[src/rtl/sport_ram_arbiter.sv]
// rtl/sport_ram_arbiter.sv - two-requester arbiter in front of a registered single-port RAM
//
// Purpose: accepts read/write requests from two requesters (r0, r1), runs one
// transaction at a time against SPort_RAM through ram_addr/ram_wenable/ram_din
// and ram_dout, and returns a one-cycle completion pulse to the owner.
// Transaction flow: IDLE -> ISSUE -> (CAPT, reads only) -> RESP -> IDLE.
// Latency from handshake edge to rsp_valid: write 2 cycles, read 3 cycles.
//
// Ports:
//   clk, rst                      clock, asynchronous active-high reset
//   rn_valid/rn_ready             request handshake (n = 0, 1)
//   rn_we/rn_addr/rn_wdata        request payload
//   rn_rsp_valid/rn_rsp_rdata     completion pulse and held read data
//   ram_addr/ram_wenable/ram_din  to SPort_RAM
//   ram_dout                      from SPort_RAM (registered, updates on non-write edges)
//
// Configuration:
//   SPORT_RAM_ARB_FIXED_PRIO_EN   defined: r0 always wins a tie (no pointer)
//                                 undefined: round-robin on the last-served requester
module sport_ram_arbiter #(
   parameter int AW = 3,
   parameter int DW = 32
) (
   input  logic          clk,
   input  logic          rst,
   input  logic          r0_valid,
   output logic          r0_ready,
   input  logic          r0_we,
   input  logic [AW-1:0] r0_addr,
   input  logic [DW-1:0] r0_wdata,
   output logic          r0_rsp_valid,
   output logic [DW-1:0] r0_rsp_rdata,
   input  logic          r1_valid,
   output logic          r1_ready,
   input  logic          r1_we,
   input  logic [AW-1:0] r1_addr,
   input  logic [DW-1:0] r1_wdata,
   output logic          r1_rsp_valid,
   output logic [DW-1:0] r1_rsp_rdata,
   output logic [AW-1:0] ram_addr,
   output logic          ram_wenable,
   output logic [DW-1:0] ram_din,
   input  logic [DW-1:0] ram_dout
);

   typedef enum logic [1:0] {IDLE, ISSUE, CAPT, RESP} state_t;

   state_t state, state_nxt;
   logic   owner;      // 0 = r0 owns the in-flight transaction, 1 = r1
   logic   grant1;     // arbitration winner in IDLE: 1 = r1, 0 = r0
   logic   hs;         // handshake with the winner this cycle

`ifdef SPORT_RAM_ARB_FIXED_PRIO_EN
   always_comb begin
      grant1 = r1_valid && !r0_valid;
   end
`else
   logic last;         // 1 = r1 was served last, so r0 wins the next tie

   always_comb begin
      grant1 = r1_valid && (!r0_valid || !last);
   end

   always_ff @(posedge clk or posedge rst) begin
      if (rst)
         last <= 1'b1;
      else if (hs)
         last <= grant1;
   end
`endif

   assign hs = (state == IDLE) && (r0_valid || r1_valid);

   // State register
   always_ff @(posedge clk or posedge rst) begin
      if (rst)
         state <= IDLE;
      else
         state <= state_nxt;
   end

   // Next-state logic
   always_comb begin
      state_nxt = state;
      case (state)
         IDLE:    if (hs) state_nxt = ISSUE;
         ISSUE:   state_nxt = ram_wenable ? RESP : CAPT;
         CAPT:    state_nxt = RESP;
         RESP:    state_nxt = IDLE;
         default: state_nxt = IDLE;
      endcase
   end

   // Output logic; gated by rst so nothing is offered or acknowledged in reset
   always_comb begin
      r0_ready     = !rst && (state == IDLE) && r0_valid && !grant1;
      r1_ready     = !rst && (state == IDLE) && grant1;
      r0_rsp_valid = !rst && (state == RESP) && !owner;
      r1_rsp_valid = !rst && (state == RESP) && owner;
   end

   // Datapath: request capture, RAM drive and read-data capture
   always_ff @(posedge clk or posedge rst) begin
      if (rst) begin
         owner        <= 1'b0;
         ram_addr     <= '0;
         ram_wenable  <= 1'b0;
         ram_din      <= '0;
         r0_rsp_rdata <= '0;
         r1_rsp_rdata <= '0;
      end else begin
         case (state)
            IDLE: begin
               if (hs) begin
                  owner       <= grant1;
                  ram_addr    <= grant1 ? r1_addr  : r0_addr;
                  ram_wenable <= grant1 ? r1_we    : r0_we;
                  ram_din     <= grant1 ? r1_wdata : r0_wdata;
               end
            end
            // The write strobe lives for the ISSUE cycle only; address stays
            // put so the RAM's registered read output remains valid in CAPT.
            ISSUE: ram_wenable <= 1'b0;
            CAPT: begin
               if (owner)
                  r1_rsp_rdata <= ram_dout;
               else
                  r0_rsp_rdata <= ram_dout;
            end
            default: ;
         endcase
      end
   end

endmodule

[config.mk]
export PLATFORM = sky130hd
export DESIGN_NAME = sport_ram_arbiter
export DESIGN_NICKNAME = d
export VERILOG_FILES = /design/src/rtl/sport_ram_arbiter.sv
export SDC_FILE = /design/constraint.sdc
export NUM_CORES = 1
export LEC_CHECK = 0
export ABC_AREA = 1
export CAP_MARGIN = 20
export CELL_PAD_IN_SITES_DETAIL_PLACEMENT = 0
export CELL_PAD_IN_SITES_GLOBAL_PLACEMENT = 2
export CORE_AREA = 2 2 140 142
export CTS_CLUSTER_SIZE = 25
export DETAILED_ROUTE_END_ITERATION = 10
export DIE_AREA = 0 0 142 144
export GPL_TIMING_DRIVEN = 1
export PLACE_DENSITY = 0.95
export RECOVER_POWER = 25
export SLEW_MARGIN = 0
export SYNTH_ARGS = -nofsm -noshare
export SYNTH_HDL_FRONTEND = slang
export SYNTH_SLANG_ARGS = --single-unit
[constraint.sdc]
create_clock -name clk -period 10.3 [get_ports clk]
set_clock_uncertainty 0.2 [all_clocks]
set_input_delay 1.03 -clock clk [delete_from_list [all_inputs] [get_ports clk]]
set_output_delay 1.03 -clock clk [all_outputs]
set_load 0.1 [all_outputs]
==> metrics, run 1 <==
routability congestion estimate 0.735; post-DP HPWL 8840 um; WP data arrival 4.23 ns; Vias 4005; die height 144 um; FILL cells 1967; Worst Setup End Kind primary output; failing checks max-capacitance violations, max-slew violations; initial antenna violation count 0; clock latency on the worst-skew pair 0.35 ns; H-tree Lvls 3; Yosys cell types 18; share of cells above drive strength 1 3.34%; WL/cell 12.8 um; Area growth syn-to-layout 58.2%; Layout Nets 857; Max Fanout on Critical Path 33; # Post-CTS Setup Buffers 0; syn_nets 657; #FFs+latches synth 104; Max clock buf depth 2; Avg Inst Size Synth 8.26 sq um; Clock transition at path regs 0.07 ns; Max Slew Vio Count 131; max cap viols 3; post-synthesis instance total 544; FMAX 183 MHz; Ports 212; normalized max-slew margin -60.8%; Final min period 5.46 ns; register area 2600 sq um; Starting Density 23.5%; vias in the first global route 3800; sequential fraction of the synthesis area 58.0%; final worst path period share 53.0%; required time worst endpoint 9.07 ns; pin count of the biggest net entering global routing 74; first-pass GRT wire length 19600 um; Worst setup SP type primary input; Global Route Usage Sum 12.3%; Syn Std Cell Area 4490 sq um; RSZ-0062 raised after global routing no; worst hold path type flop to flop; First DRT Iteration DRCs 148; top sig layer met4; Synth warnings 0; Setup TNS Final 0 ns; ANT cells 0; CTS sink cnt 104; multi-input logic area 1480 sq um; row count 51; Final Hold Viols 0; GRT overflow 0; floorplan core area 19100 sq um; critical path class primary input to primary output; met3 wire length 1030 um; die area 20400 sq um; post-CTS sizing 0; CTS tree yes; Via density 4.06; Pre-antenna DRT Iters 4; Metal-1 WL 5950 um; Die X 142 um; DRC Markers 0; cts hold-fix bufs 0; total CTS buffers 9; Worst Tran Pin Value 2.41 ns; final WL 12600 um; status finished, violations left; met2 wire length 5430 um; PortBufs 211; Root Buffer clkbuf_16; final setup vio count 0; Routed Antenna Nets 0
[sequential cells by signal, summed over array words and instances, names as in the netlist]
signal	flops
last	1
state	2
owner	1
ram_addr	3
r1_rsp_rdata	32
ram_wenable	1
ram_din	32
r0_rsp_rdata	32
[through the flow]
stage	instances	cell area (sq um)	hold WS [ns]	utilization (%)	worst slack (ns)
global route	987	7110	0.302	37.3	4.40
floorplan	544	4490	0.242	-	4.33
global placement	971	6810	0.255	35.7	5.37
detailed placement	971	6810	0.264	35.7	5.36
finish	987	7110	0.274	37.3	4.84
CTS	987	7120	0.275	37.3	5.36
[layer usage]
metal  vias to the layer above  GRT usage (%)
met2                       157           18.1
met5                         -              0
met3                        11           4.37
li1                       2058              -
met1                      1779           16.7
met4                         0           4.26
[path summary, 6_finish.rpt]
path | start | end | slack, ns | cells after the start
worst max-delay path | rst | r0_ready | 4.84 | 5
worst min-delay path | last | last | 0.27 | 2
worst max register to register | state[0] | r1_rsp_rdata[3] | 7.06 | 5
worst min register to register | last | last | 0.27 | 2
max in group asynchronous | rst | ram_din[31] | 6.96 | 3
min in group asynchronous | rst | ram_din[11] | 1.35 | 2
[synthesized netlist by cell type (all sizes together)]
master	n	area (sq um)
clkbuf	9	33.8
dfrtp	103	2580
ha	5	62.6
dfstp	1	26.3
buf	16	87.6
nand2	185	697
inv	76	285
nand3	3	15.0
o21ai	102	510
nor3	4	20.0
nand3b	1	7.51
nor2	39	170
[layout make-up]
type                    instances  area share, %
clock buffers                  10           3.36
clock inverters                 6           1.04
inverters                      76           4.03
multi-input cells             339           20.8
flip-flops and latches        104           36.6
well taps                     238           4.19
repair buffers                214           30.0
[cell usage in the layout, fill, tap and decap left out]
| cell | n |
|---|---|
| nand3_1 | 3 |
| nor2_1 | 38 |
| clkdlybuf4s50_1 | 209 |
| dfrtp_1 | 103 |
| inv_6 | 1 |
| dfstp_2 | 1 |
| clkbuf_16 | 9 |
| ha_1 | 5 |
| clkbuf_1 | 1 |
| inv_1 | 73 |
| nor3_1 | 4 |
| nand2_1 | 183 |
| nand2_2 | 2 |
| nand3b_1 | 1 |
| o21ai_0 | 73 |
| clkinvlp_2 | 1 |
| clkinvlp_4 | 2 |
| bufinv_16 | 1 |
| inv_2 | 2 |
| o21ai_1 | 29 |
| clkbuf_8 | 1 |
| buf_4 | 2 |
| clkinv_4 | 1 |
| inv_8 | 1 |
| nor2_8 | 1 |
| dlygate4sd3_1 | 2 |
[logic make-up (layout without fill, tap and decap cells)]
| logic type | after synthesis | after routing | synth area share, % |
|---|---|---|---|
| adder cells (fa/ha/maj) | 5 | 5 | 1.39 |
| flip-flops | 104 | 104 | 58.0 |
| AND/OR/NAND/NOR | 232 | 232 | 20.2 |
| AO/OA/AOI/OAI | 102 | 102 | 11.4 |
| buffers and inverters | 101 | 306 | 9.05 |
[worst max-delay path, stage by stage]
cell	delay (ns)
dlygate4sd3_1	0.61
clkinvlp_2	1.18
nand3_1	0.36
nor2_1	0.08
clkdlybuf4s50_1	0.97
Power of run 1 is not shown: default switching activity piles up to over one toggle a cycle in this logic, so the estimate is an artifact.
==> run 2, diff against run 1 <==
CORE_AREA = 2 2 146 148   (was 2 2 140 142)
DIE_AREA = 0 0 148 150   (was 0 0 142 144)
PLACE_DENSITY = 0.89   (was 0.95)
clock period = 5.5 ns   (was 10.3 ns; I/O delays follow)
==> run 2 against run 1 <==
  * The flow still finishes with violations (max-capacitance violations, max-slew violations)
  * Worst hold slack got worse by 0.0031 ns
  * Core utilization down 2.8 points
  * Die area increased by 8.6%
  * Worst setup slack worse by 3.0 ns
  * First-iteration DRC count decreased by 43%
  * Via count increased by 1.5%
  * Global-route usage down 0.55 points
  * Sequential cell count is the same
  * Wire length is 0.51% higher
  * Final cell count rose by 3.9%
  * Cell area rose by 0.39%
  * Sequential share of layout area shrank 0.14 points
  * Largest cell class unchanged
==> metrics, run 2 (same netlist as run 1, synthesis figures left out) <==
failing checks max-capacitance violations, max-slew violations; FMAX 272 MHz; row count 53; die height 150 um; pin count of the biggest net entering global routing 71; first-pass GRT wire length 20700 um; WP data arrival 2.93 ns; CTS tree yes; Area growth syn-to-layout 58.8%; Pre-antenna DRT Iters 4; most common cell after layout, fill and taps aside clkdlybuf4s50_1; PortBufs 211; Ports 212; Via density 3.96; vias in the first global route 4112; Max Slew Vio Count 111; cts hold-fix bufs 0; critical path class primary input to primary output; final worst path period share 66.9%; # Post-CTS Setup Buffers 0; Worst Setup End Kind primary output; share of cells above drive strength 1 3.20%; WL/cell 12.3 um; initial antenna violation count 0; Global Route Usage Sum 11.7%; final WL 12700 um; Setup TNS Final 0 ns; max cap viols 2; largest registers r0_rsp_rdata x32, r1_rsp_rdata x32, ram_din x32; required time worst endpoint 4.75 ns; Core Util, Final 34.5%; Layout Nets 858; status finished, violations left; routability congestion estimate 0.708; Worst Tran Pin Value 2.18 ns; RSZ-0062 raised after global routing no; Final min period 3.68 ns; clock latency on the worst-skew pair 0.35 ns; CTS sink cnt 104; Max clock buf depth 2; worst hold path type flop to flop; Vias 4064; Final Hold Viols 0; multi-input logic area 1480 sq um; ANT cells 0; First DRT Iteration DRCs 84; Starting Density 21.7%; floorplan core area 20700 sq um; FILL cells 2219; GRT overflow 0; post-CTS sizing 0; total CTS buffers 9; final setup vio count 0; most frequent cells in the layout 209 x clkdlybuf4s50_1, 184 x nand2_1, 103 x dfrtp_1; DRC Markers 0; Die X 148 um; H-tree Lvls 3; post-DP HPWL 9010 um; Root Buffer clkbuf_16; register area 2600 sq um; Worst setup SP type primary input; normalized max-slew margin -45.5%; die area 22200 sq um; Routed Antenna Nets 0; Max Fanout on Critical Path 36; Clock transition at path regs 0.08 ns; reg-to-reg setup timing slack 2.34 ns
## run 2: changes by cell type in the layout (fill, tap and decap cells not counted)
cell / delta
clkbuf_1: +1
clkinv_4: +1
nand2_1: +1
clkinvlp_2: -1
inv_4: +1
clkinv_2: +1
bufinv_16: -1
clkbuf_8: -1
nand2_2: -1
clkinvlp_4: -1
clkinv_8: +1
## run 2: cell type report
class / count / area share (%)
timing repair buffer: 215 / 29.9
clock buffer: 9 / 3.16
clock inverter: 7 / 0.929
tap: 275 / 4.82
multi-input combinational: 339 / 20.7
inverter: 76 / 4.03
sequential: 104 / 36.5
## run 2: final timing paths
kind | cells after the start | start | end
min in group asynchronous | 2 | rst | ram_din[11]
worst max register to register | 5 | state[0] | r1_rsp_rdata[17]
worst min register to register | 2 | last | last
worst max-delay path | 5 | rst | r0_ready
worst min-delay path | 2 | last | last
max in group asynchronous | 3 | rst | ram_addr[2]
## run 2: per-layer routing
| metal | vias up | global-route usage, % | share of wire (%) |
|---|---|---|---|
| met5 | - | 0 | 0 |
| met3 | 11 | 3.96 | 8.8 |
| met2 | 162 | 19.1 | 45 |
| met1 | 1833 | 14.5 | 45 |
| met4 | 0 | 4.19 | 1.5 |
| li1 | 2058 | - | - |
## run 2: worst max-delay path, stage by stage
cell             delay [ns]
dlygate4sd3_1          0.62
inv_4                  0.37
nand3_1                0.12
nor2_1                 0.13
clkdlybuf4s50_1        1.13
## run 2: metrics by stage
step | setup WS, ns | instances | area [sq um] | hold WS (ns)
after floorplan | 0.488 | 544 | 4490 | 0.242
after global placement | 1.84 | 1007 | 6850 | 0.255
after detailed placement | 1.84 | 1007 | 6850 | 0.258
after CTS | 1.85 | 1023 | 7140 | 0.269
after global routing | 1.67 | 1025 | 7140 | 0.290
final | 1.82 | 1025 | 7140 | 0.271
Power of run 2 is left out for the same reason.
